## src/rtl/instr_encoder_loader.sv

```systemverilog
// ---------------------------------------------------------------------------
// instr_encoder_loader
//
// Packs decoded instruction fields into 16-bit instruction words, buffers them
// in a small FIFO and writes them sequentially into instruction memory through
// a backpressured write port. Used to download a program before the pipeline
// is released.
//
// Word layout: {opcode[15:12], rs1[11:10], rs2[9:8], rd[7:6], imm[5:0]}
// where imm is 6'b000000 unless INSTR_LOADER_IMM_EN is defined.
//
// Optional feature macro: INSTR_LOADER_IMM_EN
//   defined   -> adds input in_imm[5:0], packed into word bits [5:0]
//   undefined -> no in_imm port, word bits [5:0] are always zero
//
// Ports:
//   clk, rst        clock, synchronous active-high reset
//   start           one-cycle pulse starting a load session (IDLE/DONE only)
//   in_valid/ready  field bundle handshake
//   in_opcode/rs1/rs2/rd/in_last (and in_imm)  field bundle
//   mem_we/addr/wdata/wready  instruction memory write port
//   busy            session in progress (FILL or FLUSH)
//   done            session finished, held until next start
//   word_count      words written this session, saturates at 2^ADDR_W
//   overflow        sticky: the write address wrapped this session
// ---------------------------------------------------------------------------
module instr_encoder_loader #(
   parameter int ADDR_W     = 8,
   parameter int FIFO_DEPTH = 4
) (
   input  logic              clk,
   input  logic              rst,
   input  logic              start,
   input  logic              in_valid,
   output logic              in_ready,
   input  logic [3:0]        in_opcode,
   input  logic [1:0]        in_rs1,
   input  logic [1:0]        in_rs2,
   input  logic [1:0]        in_rd,
`ifdef INSTR_LOADER_IMM_EN
   input  logic [5:0]        in_imm,
`endif
   input  logic              in_last,
   output logic              mem_we,
   output logic [ADDR_W-1:0] mem_addr,
   output logic [15:0]       mem_wdata,
   input  logic              mem_wready,
   output logic              busy,
   output logic              done,
   output logic [ADDR_W:0]   word_count,
   output logic              overflow
);

   localparam int PTR_W = $clog2(FIFO_DEPTH);
   localparam logic [ADDR_W:0]   COUNT_MAX = {1'b1, {ADDR_W{1'b0}}};
   localparam logic [ADDR_W-1:0] ADDR_MAX  = {ADDR_W{1'b1}};

   typedef enum logic [1:0] {
      IDLE  = 2'd0,
      FILL  = 2'd1,
      FLUSH = 2'd2,
      DONE  = 2'd3
   } state_t;

   state_t state_reg, state_next;

   // Pointers carry one extra wrap bit so full and empty can be told apart.
   logic [PTR_W:0]    wr_ptr_reg, rd_ptr_reg;
   logic [15:0]       fifo_mem [FIFO_DEPTH];
   logic              fifo_empty, fifo_full;
   logic [ADDR_W-1:0] addr_reg;
   logic [ADDR_W:0]   count_reg;
   logic              overflow_reg;
   logic              push, pop, session_clear;
   logic [15:0]       enc_word;

   assign fifo_empty = (wr_ptr_reg == rd_ptr_reg);
   assign fifo_full  = (wr_ptr_reg[PTR_W] != rd_ptr_reg[PTR_W]) &&
                       (wr_ptr_reg[PTR_W-1:0] == rd_ptr_reg[PTR_W-1:0]);

`ifdef INSTR_LOADER_IMM_EN
   assign enc_word = {in_opcode, in_rs1, in_rs2, in_rd, in_imm};
`else
   assign enc_word = {in_opcode, in_rs1, in_rs2, in_rd, 6'b000000};
`endif

   assign push          = in_valid && in_ready;
   assign pop           = mem_we && mem_wready;
   assign session_clear = start && ((state_reg == IDLE) || (state_reg == DONE));

   // ---------------- FSM ----------------
   always_ff @(posedge clk) begin
      if (rst) begin
         state_reg <= IDLE;
      end else begin
         state_reg <= state_next;
      end
   end

   always_comb begin
      state_next = state_reg;
      in_ready   = 1'b0;
      busy       = 1'b0;
      done       = 1'b0;
      case (state_reg)
         IDLE: begin
            if (start) state_next = FILL;
         end
         FILL: begin
            busy     = 1'b1;
            // Only fullness gates acceptance; a same-cycle pop does not help.
            in_ready = !fifo_full;
            if (in_valid && !fifo_full && in_last) state_next = FLUSH;
         end
         FLUSH: begin
            busy = 1'b1;
            // Empty FIFO means mem_we is low, so no write is outstanding.
            if (fifo_empty) state_next = DONE;
         end
         DONE: begin
            done = 1'b1;
            if (start) state_next = FILL;
         end
         default: state_next = IDLE;
      endcase
   end

   // ---------------- write side ----------------
   assign mem_we     = busy && !fifo_empty;
   assign mem_wdata  = fifo_empty ? 16'h0000 : fifo_mem[rd_ptr_reg[PTR_W-1:0]];
   assign mem_addr   = addr_reg;
   assign word_count = count_reg;
   assign overflow   = overflow_reg;

   // Buffer storage: stale entries are harmless because the pointers gate them.
   always_ff @(posedge clk) begin
      if (push) begin
         fifo_mem[wr_ptr_reg[PTR_W-1:0]] <= enc_word;
      end
   end

   always_ff @(posedge clk) begin
      if (rst || session_clear) begin
         wr_ptr_reg   <= '0;
         rd_ptr_reg   <= '0;
         addr_reg     <= '0;
         count_reg    <= '0;
         overflow_reg <= 1'b0;
      end else begin
         if (push) begin
            wr_ptr_reg <= wr_ptr_reg + (PTR_W+1)'(1);
         end
         if (pop) begin
            rd_ptr_reg <= rd_ptr_reg + (PTR_W+1)'(1);
            // Address wraps naturally; the wrap is remembered in overflow.
            addr_reg   <= addr_reg + ADDR_W'(1);
            if (addr_reg == ADDR_MAX) begin
               overflow_reg <= 1'b1;
            end
            if (count_reg != COUNT_MAX) begin
               count_reg <= count_reg + (ADDR_W+1)'(1);
            end
         end
      end
   end

endmodule

```

## config.mk

```make
export PLATFORM = sky130hd
export DESIGN_NAME = instr_encoder_loader
export DESIGN_NICKNAME = d
export VERILOG_FILES = /design/src/rtl/instr_encoder_loader.sv
export SDC_FILE = /design/constraint.sdc
export NUM_CORES = 1
export LEC_CHECK = 0
export ABC_AREA = 1
export CAP_MARGIN = 10
export CORE_MARGIN = 1
export CORE_UTILIZATION = 48
export CTS_BUF_LIST = sky130_fd_sc_hd__clkbuf_16
export CTS_CLUSTER_SIZE = 10
export DETAILED_ROUTE_END_ITERATION = 10
export PLACE_DENSITY = 0.76
export SLEW_MARGIN = 20
export SYNTH_ARGS = -nofsm -noshare
export SYNTH_HDL_FRONTEND = slang
export SYNTH_SLANG_ARGS = --single-unit
```

## constraint.sdc

```tcl
create_clock -name clk -period 1.6 [get_ports clk]
set_input_delay 0.16 -clock clk [delete_from_list [all_inputs] [get_ports clk]]
set_output_delay 0.16 -clock clk [all_outputs]
set_load 0.005 [all_outputs]
```

* Word-level counts from Yosys, hierarchy flattened *
Memories as Yosys holds them, arrays and structs flattened. A register that Yosys moved wholly into a read port is not among the register bits.
Cells that the tools add are included.

operators by class
  $add $sub $neg = 4
  equality and inequality tests = 11
  muxes and demuxes = 12
  reduce and logical (&&, ||, !) cells = 17

operators by type and width
  kind                                                                    number
  16-bit two-way mux                                                      1
  2-bit two-way mux                                                       5
  9-bit by 1-bit adder with 9-bit output (second input constant)          1
  9-bit != test (second input constant)                                   1
  8-bit by 1-bit adder with 8-bit output (second input constant)          1
  8-bit equality test (second input constant)                             1
  1-bit logical AND                                                       7
  3-bit by 1-bit adder with 3-bit output (second input constant)          2
  2-bit one-hot mux with 3 select lines                                   1
  1-bit two-way mux                                                       5
  2-bit equality test (second input constant)                             2
  2-bit != test (second input constant)                                   2
  2-bit AND reduction                                                     2
  2-bit OR reduction                                                      2
  3-bit equality test                                                     1
  3-bit AND reduction                                                     1
  2-bit by 1-bit equality test with 1-bit output (second input constant)  1
  2-bit equality test                                                     1
  1-bit zero test                                                         2
  2-bit zero test                                                         1
  1-bit logical OR                                                        2
  2-bit by 1-bit != test with 1-bit output (second input constant)        1
  1-bit != test                                                           1

word-level totals
  flip-flop bits (word level) = 26
  memory bits (writable) = 40
  bits of input ports = 16
  output and inout port bits = 38
  logic and storage cells = 51
  memories = 1

memories
  memory    words  bits a word  rd ports  clocked after Yosys merged registers in  wr ports  RTL line  source
  fifo_mem  4      10           1         1                                        1         69        logic [15:0] fifo_mem [FIFO_DEPTH];

* Longest topological paths before layout *
  depth in word-level cells = 7
  depth in mapped cells = 10
  depth with buffers taken out = 10

* Worst setup path after synthesis *
OpenSTA, ideal clock, no wires.

  path kind = reg2reg
  start point = register wr_ptr_reg[0]
  end point = memory fifo_mem[0][0] (netlist bit), enable pin
  library setup time = 376 ps
  data arrival time = 1339 ps
  data required time = 1224 ps
  path slack = -115 ps
  stages on the path, launching flop included = 7
  path buffers = 0
  period minus slack after synthesis = 1715 ps
  cell sequence = dfxtp_1 > inv_2 > nand2_1 > nand2_2 > nand3_1 > nand3_2 > nor2_1

between the ends
  longest elaborated chain between the ends = 7

ends and longest elaborated chain
  what                                     RTL line  source
  start, declared                          68        logic [PTR_W:0] wr_ptr_reg, rd_ptr_reg;
  start signal, assigned                   151       wr_ptr_reg <= wr_ptr_reg + (PTR_W+1)'(1);
  2-bit equality test                      79        (wr_ptr_reg[PTR_W-1:0] == rd_ptr_reg[PTR_W-1:0]);
  1-bit logical AND                        78        assign fifo_full = (wr_ptr_reg[PTR_W] != rd_ptr_reg[PTR_W]) &&
  1-bit zero test                          112       in_ready = !fifo_full;
  1-bit two-way mux                        105       case (state_reg)
  1-bit logical AND                        87        assign push = in_valid && in_ready;
  1-bit two-way mux                        137       if (push) begin
  1-bit two-way mux (implied by the code)  138       fifo_mem[wr_ptr_reg[PTR_W-1:0]] <= enc_word;
  end, declared                            69

Parallel ways exist; a longest one is shown, timed or not.

==> reports/metrics.yaml <==
num_antenna_cells: 0
final_layout_size_suffix_gt1_share_pct: 35.9
fmax_ghz: 0.582
io_pins: 54
holdWs_ns: 0.458
portBuffers: 47
drtPass1Iterations: 7
endpoint_kind: "output pin"
path_cells: "buf_6, buf_4, o21ai_2, o32ai_4, nand2_1, inv_1, clkbuf_2"
fin_skew_ns: 0.00466
min-delay-start: "rst"
critPathLaunchType: "flip-flop"
cts_root_buffer: "clkbuf_16"
reg2reg_depth: 9
overflow: 0
largest_register_ffs: 40
yosysUniqueCellTypes: 30
path_class: "reg -> out"
avgSynthCellArea_um2: 9.47
cp_data_required_time_ns: 1.44
critical_path.max_stage_delay_ns: 0.36
leakagePower_nw: 1.91
drc: 12
avgViaCountPerCell: 5.07
reg2reg_from: "wr_ptr_reg[2]"
yosysTopAreaCellShare_pct: 37.3
ir_worst_vdd_mv: 0.735
synth.ff_latch_count: 68
dp_slack_ns: -0.193
timing.final.hold_violations: 0
final.setup.tns_ns: -0.488
violations: "DRC, setup timing"
hpwl_um: 4200
ys_warn_count: 0
fin_ws_ns: -0.117
slew_viol_final: 0
rows: 29
maxCapViolCount: 0
area_delta_synth_final_pct: 45.9
grt_pass1_vias: 2722
postCtsHoldBufs: 0
worst_hold_path_type: "in -> reg"
synth_top_area_cell: "edfxtp_1"
yosys-top-cells-area: "edfxtp_1 37%, dfxtp_1 17%, nand2_1 7.3%"
cts_tree: "built"
crit_fanout: 5
antenna_found_initial: 0
min_path_cells: 2
core_um2: 6420
fin_crit_sh_pct: 107
gp_congestion: 0.801
final_nets: 470
critPathArrivalTime_ns: 1.56
cts_buffer_depth: 2
status: "finished with violations"
setup_violations: 11
die_w_um: 83.9
routed_wl_um: 8170
rsz0062_at_grt: "yes"
reg2reg_to: "fifo_mem[0][5]"
cp_slowest_cell: "dfxtp_4"
grt_max_degree: 15
grt_pass1_wl_um: 11900
num_vias: 2663
cts-htree-levels: 3
postSynthCellCount: 340
ys_seq_area_share_pct: 54.7
finalWorstPathRequiredPeriod_ns: 1.72
drtIter0Drc: 126
fp.dieArea_um2: 7040
start_util_pct: 50.1
utilization_pct: 73.2
grt_usage_pct: 21.9
clock_latency_ns: 0.33
syn_area_um2: 3220
numCtsBuffers: 9
cts.sinks: 68
drt-wirelength-per-cell_um: 15.6
crit_end: "mem_wdata[9]"
fin_total_pwr_mw: 5.61
cellPowerDensity_nw_per_um2: 1190
die_height_um: 83.9
ant_nets: 0
reg2reg_slack_ns: 0.06
clk_pin_slew_ns: 0.06
-- Yosys cell counts (all sizes together) --
master and count:
ha 11, nand2 70, edfxtp 40, buf 9
xor2 7, xnor2 5, o21ai 16, nand4 5
nor3 3, nand3b 1, clkbuf 6, or2 1
dfxtp 28, inv 44, nor2 48, conb 1
o32ai 10, a21oi 25, nand3 10
-- worst min-delay path by stage --
stage                        end  slack, ns
finish              state_reg[1]       0.46
detailed placement      overflow       0.46
CTS                 state_reg[1]       0.46
global route        state_reg[1]       0.46
global placement        overflow       0.44
floorplan           state_reg[1]       0.23
-- layout make-up --
type,count,area [um^2]
clock buffer,9,225
clock inverter,7,43.8
fill,425,1720
inverter,44,170
multi-input combinational,220,1480
sequential,68,1780
tap,77,96.3
timing repair buffer,100,906
-- through the flow --
stage          instances  cell area [um^2]
2_1_floorplan        345              3240
3_3_place_gp         483              3940
3_5_place_dp         483              3940
4_1_cts              515              4420
5_1_grt              525              4700
6_report             525              4700
-- metal layers --
layer / vias up / global-route usage [%] / share of wire [%] / routed length, um
met5: - / 0 / 0 / 0
met4: 0 / 10.5 / 1.9 / 155
met3: 17 / 4.85 / 4.0 / 324
met2: 73 / 40.5 / 55 / 4470
met1: 1251 / 23.4 / 39 / 3230
li1: 1322 / - / - / -
-- cell families (layout without fill, tap and decap cells) --
kind of cell	after synthesis	in the layout	synth area share (%)
other cells	1	6	0.116
fa+ha+maj	11	11	4.27
buf+inv	59	160	8.00
flops	68	68	54.7
xor+xnor	12	12	3.26
compound gates	51	51	9.91
simple gates	138	140	19.7
-- report_power, final --
part	switching, mW	internal (mW)
registers	0.0702	1.97
logic	0.950	0.868
clock network	0.719	1.03
total	1.74	3.88
-- placed cells by master, fill, tap and decap left out, drive strengths merged, types with 16 or more instances in the layout --
master         instances
a21oi                 25
buf                   61
clkdlybuf4s50         33
dfxtp                 28
edfxtp                40
inv                   44
nand2                 70
nor2                  49
o21ai                 16
-- repair_timing --
action                     CTS  global route
buffers inserted            15             8
pin swaps                   20            16
setup endpoints to repair   23            77
cloned                       1             3
gates resized for setup     80            63
-- critical path, delay by kind of cell, from the launching register on --
family	cells	cell delay, ns
buf+inv	4	0.41
flops	1	0.36
compound gates	2	0.36
simple gates	1	0.09
Note: power is estimated with default switching activity, not from simulation.
